<file path="src/rtl/mult_accum_pkg.sv">
// mult_accum_pkg: shared constants, FSM state type and the saturating adder
// used by the frame accumulator and the multiplier-latency flag delay line.
//   MUL_LAT_DEF : default multiplier latency (cycles)
//   ACC_W_DEF   : default accumulator width (bits)
//   state_t     : accumulator FSM states
//   sat_add     : signed add clamped to a w-bit signed range (ACC_SAT_EN builds)
package mult_accum_pkg;

  localparam int MUL_LAT_DEF = 8;
  localparam int ACC_W_DEF   = 24;

  typedef enum logic [0:0] {
    IDLE  = 1'b0,
    ACCUM = 1'b1
  } state_t;

  // Operands arrive sign-extended to 64 bits, so the 64-bit sum is exact for
  // any w <= 63; the result is then clamped to the w-bit signed rails.
  function automatic logic signed [63:0] sat_add(input logic signed [63:0] a,
                                                 input logic signed [63:0] b,
                                                 input int                 w);
    logic signed [63:0] s;
    logic signed [63:0] hi;
    logic signed [63:0] lo;
    s  = a + b;
    hi = (64'sd1 <<< (w - 1)) - 64'sd1;
    lo = -(64'sd1 <<< (w - 1));
    if (s > hi) begin
      sat_add = hi;
    end else if (s < lo) begin
      sat_add = lo;
    end else begin
      sat_add = s;
    end
  endfunction

endpackage

</file>
<file path="src/rtl/flag_delay.sv">
// flag_delay: 2-bit wide, DEPTH-deep shift register that tracks a pair of
// flags (bit 0 = valid, bit 1 = last) through a fixed-latency datapath.
//   clk       : system clock
//   rst       : asynchronous active-high reset
//   flush     : synchronous clear of every stage; wins over the new input
//   din       : {last, valid} entering this cycle
//   dout      : {last, valid} at the end of the line
//   any_valid : some valid bit is somewhere in the line
module flag_delay
  import mult_accum_pkg::*;
#(
  parameter int DEPTH = MUL_LAT_DEF
) (
  input  logic       clk,
  input  logic       rst,
  input  logic       flush,
  input  logic [1:0] din,
  output logic [1:0] dout,
  output logic       any_valid
);

  logic [DEPTH-1:0] vld_d_r;
  logic [DEPTH-1:0] lst_d_r;

  generate
    if (DEPTH == 1) begin : g_one
      // Single-stage line: just a register per flag.
      always_ff @(posedge clk or posedge rst) begin
        if (rst) begin
          vld_d_r <= 1'b0;
          lst_d_r <= 1'b0;
        end else if (flush) begin
          vld_d_r <= 1'b0;
          lst_d_r <= 1'b0;
        end else begin
          vld_d_r <= din[0];
          lst_d_r <= din[1];
        end
      end
    end else begin : g_multi
      // Multi-stage line: shift toward the MSB every cycle.
      always_ff @(posedge clk or posedge rst) begin
        if (rst) begin
          vld_d_r <= {DEPTH{1'b0}};
          lst_d_r <= {DEPTH{1'b0}};
        end else if (flush) begin
          vld_d_r <= {DEPTH{1'b0}};
          lst_d_r <= {DEPTH{1'b0}};
        end else begin
          vld_d_r <= {vld_d_r[DEPTH-2:0], din[0]};
          lst_d_r <= {lst_d_r[DEPTH-2:0], din[1]};
        end
      end
    end
  endgenerate

  assign dout      = {lst_d_r[DEPTH-1], vld_d_r[DEPTH-1]};
  assign any_valid = |vld_d_r;

endmodule

</file>
<file path="src/rtl/mult_accum.sv">
// mult_accum: sums the 16-bit signed product stream of the 8u x 8s multiplier
// over a frame and emits one signed dot-product result per frame.
//   clk       : system clock
//   rst       : asynchronous active-high reset
//   op_valid  : operand pair presented to the multiplier this cycle
//   op_last   : operand pair ends the frame (qualified by op_valid)
//   clear     : synchronous abort of the open frame and in-flight flags
//   prod      : multiplier result, MUL_LAT cycles after op_valid
//   acc_out   : frame sum, held until the next dump
//   acc_valid : one-cycle pulse when acc_out/acc_cnt/ovf update
//   acc_cnt   : number of products in the dumped frame
//   busy      : frame open or any flag in flight
//   ovf       : dumped frame overflowed
// Optional macro ACC_SAT_EN: saturating accumulation with overflow reporting;
// without it the sum wraps and ovf is constant 0.
module mult_accum
  import mult_accum_pkg::*;
#(
  parameter int MUL_LAT = MUL_LAT_DEF,
  parameter int ACC_W   = ACC_W_DEF,
  parameter int MAX_LEN = 256,
  parameter int CNT_W   = 9
) (
  input  logic             clk,
  input  logic             rst,
  input  logic             op_valid,
  input  logic             op_last,
  input  logic             clear,
  input  logic [15:0]      prod,
  output logic [ACC_W-1:0] acc_out,
  output logic             acc_valid,
  output logic [CNT_W-1:0] acc_cnt,
  output logic             busy,
  output logic             ovf
);

  logic [1:0]       flag_in_s;
  logic [1:0]       flag_out_s;
  logic             d_v_s;
  logic             d_l_s;
  logic             inflight_s;

  state_t           state_r;
  logic [ACC_W-1:0] acc_r;
  logic [CNT_W-1:0] cnt_r;
  logic [ACC_W-1:0] acc_out_r;
  logic [CNT_W-1:0] acc_cnt_r;
  logic             acc_valid_r;

  logic [ACC_W-1:0] ext_s;
  logic [ACC_W-1:0] base_s;
  logic [ACC_W-1:0] raw_s;
  logic [ACC_W-1:0] sum_s;
  logic [CNT_W-1:0] cnt_inc_s;
  logic             dump_s;

  assign flag_in_s = {op_valid & op_last, op_valid};

  flag_delay #(
    .DEPTH(MUL_LAT)
  ) u_flag_delay (
    .clk      (clk),
    .rst      (rst),
    .flush    (clear),
    .din      (flag_in_s),
    .dout     (flag_out_s),
    .any_valid(inflight_s)
  );

  assign d_v_s = flag_out_s[0];
  assign d_l_s = flag_out_s[1];

  // Addend selection and frame-end detection; IDLE always adds onto zero.
  always_comb begin
    ext_s = {{(ACC_W-16){prod[15]}}, prod};
    if (state_r == ACCUM) begin
      base_s = acc_r;
    end else begin
      base_s = {ACC_W{1'b0}};
    end
    raw_s     = base_s + ext_s;
    cnt_inc_s = cnt_r + {{(CNT_W-1){1'b0}}, 1'b1};
    dump_s    = d_v_s & (d_l_s | (cnt_inc_s == CNT_W'(MAX_LEN)));
  end

`ifdef ACC_SAT_EN
  logic add_ovf_s;
  logic ovf_frm_r;
  logic ovf_r;

  // Two's-complement overflow of this addition, before clamping.
  assign add_ovf_s = (base_s[ACC_W-1] == ext_s[ACC_W-1]) &
                     (raw_s[ACC_W-1] != base_s[ACC_W-1]);

  // A clamped accumulator only leaves its rail when the next product points
  // back into range, which the clamp below gives for free.
  assign sum_s = ACC_W'(sat_add({{(64-ACC_W){base_s[ACC_W-1]}}, base_s},
                                {{48{prod[15]}}, prod}, ACC_W));

  // Sticky per-frame overflow flag and its registered copy at dump time.
  always_ff @(posedge clk or posedge rst) begin
    if (rst) begin
      ovf_frm_r <= 1'b0;
      ovf_r     <= 1'b0;
    end else if (clear) begin
      ovf_frm_r <= 1'b0;
    end else if (d_v_s) begin
      if (dump_s) begin
        ovf_r     <= ovf_frm_r | add_ovf_s;
        ovf_frm_r <= 1'b0;
      end else begin
        ovf_frm_r <= ovf_frm_r | add_ovf_s;
      end
    end
  end

  assign ovf = ovf_r;
`else
  assign sum_s = raw_s;
  assign ovf   = 1'b0;
`endif

  // Frame FSM, accumulator and registered result; clear beats any product.
  always_ff @(posedge clk or posedge rst) begin
    if (rst) begin
      state_r     <= IDLE;
      acc_r       <= {ACC_W{1'b0}};
      cnt_r       <= {CNT_W{1'b0}};
      acc_out_r   <= {ACC_W{1'b0}};
      acc_cnt_r   <= {CNT_W{1'b0}};
      acc_valid_r <= 1'b0;
    end else begin
      acc_valid_r <= 1'b0;
      if (clear) begin
        state_r <= IDLE;
        acc_r   <= {ACC_W{1'b0}};
        cnt_r   <= {CNT_W{1'b0}};
      end else if (d_v_s) begin
        if (dump_s) begin
          acc_out_r   <= sum_s;
          acc_cnt_r   <= cnt_inc_s;
          acc_valid_r <= 1'b1;
          acc_r       <= {ACC_W{1'b0}};
          cnt_r       <= {CNT_W{1'b0}};
          state_r     <= IDLE;
        end else if (state_r == IDLE) begin
          acc_r   <= ext_s;
          cnt_r   <= {{(CNT_W-1){1'b0}}, 1'b1};
          state_r <= ACCUM;
        end else begin
          acc_r <= sum_s;
          cnt_r <= cnt_inc_s;
        end
      end
    end
  end

  assign acc_out   = acc_out_r;
  assign acc_cnt   = acc_cnt_r;
  assign acc_valid = acc_valid_r;
  assign busy      = (state_r == ACCUM) | inflight_s;

endmodule

</file>
<file path="config.mk">
export PLATFORM = sky130hd
export DESIGN_NAME = mult_accum
export DESIGN_NICKNAME = d
export VERILOG_FILES = /design/src/rtl/mult_accum_pkg.sv /design/src/rtl/flag_delay.sv /design/src/rtl/mult_accum.sv
export SDC_FILE = /design/constraint.sdc
export NUM_CORES = 1
export LEC_CHECK = 0
export CAP_MARGIN = 5
export CORE_MARGIN = 4
export CORE_UTILIZATION = 24
export CTS_BUF_LIST = sky130_fd_sc_hd__clkbuf_2
export DETAILED_ROUTE_END_ITERATION = 6
export GPL_ROUTABILITY_DRIVEN = 1
export HOLD_SLACK_MARGIN = 0.12
export PLACE_DENSITY = 0.5
export SYNTH_ARGS = -nofsm -noshare
export SYNTH_HDL_FRONTEND = slang
export SYNTH_SLANG_ARGS = --single-unit
export TNS_END_PERCENT = 20
</file>
<file path="constraint.sdc">
create_clock -name clk -period 3.24 [get_ports clk]
set_clock_uncertainty 0.2 [all_clocks]
set_input_delay 0.972 -clock clk [delete_from_list [all_inputs] [get_ports clk]]
set_output_delay 0.972 -clock clk [all_outputs]
set_load 0.05 [all_outputs]
</file>
# Yosys cells after proc, flatten, opt, wreduce, memory -nomap -nowiden
# Cells that the tools add are included.
word_totals:
  reg_bits: 84
classes:
  reduce_logical: 3
  eq_ne: 1
  mux: 17
  bitwise: 5
  n_addsub: 2
ops:
  columns: ["operator", "count"]
  rows:
  - ["2-to-1 mux 24 bit", 5]
  - ["2-to-1 mux 9 bit", 4]
  - ["adder 24 bit", 1]
  - ["2-to-1 mux 8 bit", 2]
  - ["adder 9 x 1 -> 9 bit, second input constant", 1]
  - ["equality test 9 bit, second input constant", 1]
  - ["OR reduction 8 bit", 1]
  - ["2-to-1 mux 1 bit", 6]
  - ["AND reduction 3 bit", 1]
  - ["bitwise AND 1 bit", 2]
  - ["bitwise OR 1 bit", 2]
  - ["nonzero test 2 bit", 1]
  - ["inverter 1 bit", 1]

# Longest topological paths before layout
logic_depth:
  ltp_word: 7
  ltp_mapped: 13

# By module
# From an unflattened synthesis, not the netlist that was laid out.
unflattened:
  cells_unflattened: 503
  hier_area_um2: 4906.0
by_module_without_submodules:
  columns: ["module", "seq_area_each_um2", "cells_per_inst", "area_each_um2", "n_inst"]
  rows:
  - ["mult_accum", 1701.6, 464, 4334.2, 1]
  - ["flag_delay", 400.4, 39, 571.8, 1]

# Worst setup path before layout
# OpenSTA, ideal clock, no wires.
synth_timing:
  path_type: "input -> register"
  from: "input prod[0]"
  to: "register acc_r[20]"
  n_path_buf: 0
  path_stages: 11
  slack_ps: -24
  arrival_ps: 2934
  required_ps: 2910
  setup_time_ps: 130
  path_cell_list: "ha_1 -> inv_1 -> fa_1 -> nor2b_1 -> o31a_1 -> o31a_2 -> o41ai_2 -> or4_1 -> o211ai_1 -> xnor2_1 -> o21ai_0"
synth_via:
  elab_chain_cells: 5
synth_rtl:
  columns: ["element", "line_no", "rtl"]
  rows:
  - ["start, declared", "mult_accum.sv:29", "input logic [15:0] prod,"]
  - ["adder 24 bit", "mult_accum.sv:81", "raw_s = base_s + ext_s;"]
  - ["2-to-1 mux 24 bit", "mult_accum.sv:146", "end else if (state_r == IDLE) begin"]
  - ["2-to-1 mux 24 bit", "mult_accum.sv:139", "if (dump_s) begin"]
  - ["2-to-1 mux 24 bit", "mult_accum.sv:138", "end else if (d_v_s) begin"]
  - ["2-to-1 mux 24 bit", "mult_accum.sv:134", "if (clear) begin"]
  - ["end signal, assigned", "mult_accum.sv:136", "acc_r <= {ACC_W{1'b0}};"]
  - ["end signal, assigned", "mult_accum.sv:143", "acc_r <= {ACC_W{1'b0}};"]
  - ["end signal, assigned", "mult_accum.sv:147", "acc_r <= ext_s;"]
  - ["end, declared", "mult_accum.sv:44", "logic [ACC_W-1:0] acc_r;"]
# No other way between the ends. The select of a mux whose other input is x is not followed.
# A chain may end at the register's enable or synchronous reset.

# Worst setup path in the final report
layout_timing:
  from: "input prod[2]"
  to: "register acc_r[8]"
# The elaborated chain is that of the path after synthesis.

==> summary.txt <==
Worst hold path
  • Hold EP: u_flag_delay.lst_d_r[2]
  • Hold Startpoint: u_flag_delay.lst_d_r[1]
  • Hold Path Class: reg2reg
  • Hold Path Depth: 1

Synthesis
  • Number of synthesized flops with an enable pin: 0
  • Syn_nets: 562
  • Async set-or-reset flop fraction in the synthesized netlist: between 90% and 100%
  • Top FF cell, synth: dfrtp_1
  • Post-synthesis sequential area ratio: between 40% and 50%
  • Synth unique cells: 60
  • FF+latch count, synth: 84
  • Yosys warning count: 0
  • Syn Area/Cell: slightly above 9 um2
  • Cells after Synth: between 500 and 600
  • Synthesized area: 4738 um2

Flow run
  • Max cap viols: 0

Routing
  • # DRC: 0
  • DRT Wirelength: roughly 13 mm
  • Via/cell ratio: 4.560
  • Antenna Nets Post-Route: 0
  • DR vias: approximately 4200
  • DRT iter0 DRCs: about 230
  • Pre-antenna DRT Iters: 4
  • Drt wl/cell: 13.91 um

Clock tree
  • Clk sinks: 84
  • CTS buffer count: 9
  • CTS H-tree depth: 3
  • Clk root buf: clkbuf_2
  • Worst-path clk slew: approximately 0.28 ns
  • Hold Buf Count CTS: 0
  • Clock Tree Buf Depth: 2
  • CTS tree: built
  • Worst-Skew Late Latency: about 0.6 ns

Global routing
  • All-Layer GR Usage: 12.17%
  • Global routing usage on met3: roughly 3%
  • First-pass GRT wire length: ~22 mm
  • Largest net degree at the start of global routing: 85
  • Routing usage on met2: between 15 and 20%
  • Grt ovf: 0
  • Vias in the first global route: 4335
  • GRT busiest layer: met2
  • GR Util met1: between 15 and 20%
  • Antenna violations before repair: 0

STA
  • Fmax: approximately 320 MHz
  • RSZ-0062 raised after global routing: false
  • Final Hold Viols: 0
  • Fin crit period: around 3.1 ns
  • Worst-Margin Slew: 0.6406 ns
  • Final setup vio count: 0
  • Minimum hold slack: about 0.29 ns
  • Fin. max-slew vios: 0
  • Fin crit share: 96.98%
  • Worst slew margin: a little under three fifths

Critical path
  • Crit-path max FO: 3
  • Register-to-Register Path Depth: 12
  • Critical path arrival: 3.47 ns
  • Setup CP Type: in2reg
  • R2R setup slack: about 0.15 ns
  • Worst reg2reg path startpoint: state_r
  • Worst flop-to-flop path endpoint: acc_r[23]
  • Startpoint types: input pin
  • Crit. End Element: flop
  • Critical Path RT: 3.57 ns

Final layout
  • Fin nets: ~700
  • Final instance area: 6521 um2
  • Antenna diodes: 0
  • Final cell count without fillers: 920
  • Most frequent cells in the layout: buf_4, dfrtp_1, nand2_1
  • # fillers: slightly above 2000
  • Commonest non-fill, non-tap cell in the layout: buf_4
  • Area added between synthesis and finish: 37.63%
  • Share of layout cells above drive strength 1: between 20% and 30%

Place
  • PortBufs: 55
  • Placed cell count: between 800 and 900
  • Hpwl dp: 9.275 mm
  • Cell Area, Placed: roughly 6300 um2
  • Placer congestion estimate: between 0.8 and 0.9

Floorplan
  • # rows: 51
  • Ports: 57
  • Chip height: ~150 um
  • Die area: about 22000 um2
  • Die width: roughly 150 um
  • Starting density of the core: between 20 and 25%
  • Core Area: approximately 20000 um2

Power and ir drop
  • Maximum vdd drop: 0.1682 mV
  • Pleak: about 0.003 uW
  • PD cells: 300.6 nW/um2
  • Pwr Total: 1960 uW

Run status
  • Status: finished, final reports clean
metal layers:
layer	up-vias	wire length (um)	part of all wire, %
met1	2022	6035	47
li1	2073	-	-
met3	19	583	4.6
met5	-	0	0
met2	81	5891	46
met4	0	288	2.3
what timing repair did:
item | CTS | global route
gates cloned | 0 | 0
pin swaps | 0 | 15
buffers inserted | 0 | 5
gates resized for setup | 2 | 24
setup endpoints to repair | 7 | 21
worst max path at each step:
stage	startpoint	end	slack (ns)	depth (start not counted)
after floorplan	prod[0]	acc_r[20]	-0.02	11
after detailed placement	prod[0]	acc_r[18]	-0.76	13
after global placement	prod[0]	acc_r[22]	-0.70	13
after CTS	prod[0]	acc_out[20]	-0.01	12
final	prod[2]	acc_r[8]	0.1	11
after global routing	state_r	acc_r[21]	0.005	11
state kept, by name, indices dropped and copies added, names as in the netlist:
register	count
acc_cnt	9
cnt_r	9
u_flag_delay.vld_d_r	8
acc_valid	1
state_r	1
acc_r	24
u_flag_delay.lst_d_r	8
acc_out	24
cells by family after synthesis:
logic type	count (synthesis)	share of synthesized area, %
other	1	0.07914
adders and majority gates	25	6.760
AOI/OAI and AO/OA	160	20.91
and+or+nand+nor	176	18.40
muxes	5	1.109
xor gates and xnor gates	27	4.991
buffers and inverters	38	3.380
DFF	84	44.36
worst max-delay path, cell delays in order:
cell	delay, ns
clkdlybuf4s50_1	0.54
ha_4	0.23
nor2b_2	0.15
o31a_1	0.31
o31a_2	0.37
buf_4	0.14
nor3_1	0.13
nor2_1	0.07
xnor2_1	0.25
a21oi_1	0.12
a22o_1	0.18
report_power, final:
part | internal, uW | switching [uW] | leakage [uW]
registers | 1050 | 1.44 | 0.00117
logic | 95.2 | 106 | 0.00175
clock network | 271 | 432 | 0.0000865
total | 1420 | 539 | 0.00301
synthesized netlist by cell type (6+ instances only):
| cell type | n | area share [%] |
|---|---|---|
| nand3_1 | 8 | 0.85 |
| inv_1 | 10 | 0.79 |
| clkbuf_1 | 22 | 1.7 |
| a31oi_1 | 6 | 0.79 |
| nand2_1 | 68 | 5.4 |
| and2_1 | 24 | 3.2 |
| o21ai_0 | 75 | 7.9 |
| nor3_1 | 7 | 0.74 |
| nor2b_1 | 19 | 2.5 |
| dfrtp_1 | 84 | 44 |
| xnor2_1 | 12 | 2.2 |
| ha_1 | 24 | 6.3 |
| xor2_1 | 15 | 2.8 |
| a22o_1 | 9 | 1.7 |
| a21o_1 | 10 | 1.6 |
| a21oi_1 | 29 | 3.1 |
| nor2_1 | 25 | 2.0 |
area by class of cell:
class	instances	area (um2)	area share, %
Inverter	10	41.29	0.6332
Sequential cell	84	2103	32.25
Timing Repair Buffer	151	1349	20.68
Tap cell	265	331.6	5.084
Clock inverter	7	107.6	1.650
Clock buffer	9	45.04	0.6907
Multi-Input combinational cell	394	2544	39.01
stage by stage:
stage	util [%]	TNS [ns]	worst slack [ns]
floorplan	-	-0.03859	-0.02422
global placement	32.14	-16.90	-0.6978
detailed placement	32.14	-18.17	-0.7593
CTS	32.93	-0.01188	-0.01188
global route	33.51	0	0.005026
finish	33.51	0	0.09769
Power figures use the tool's default switching activity.
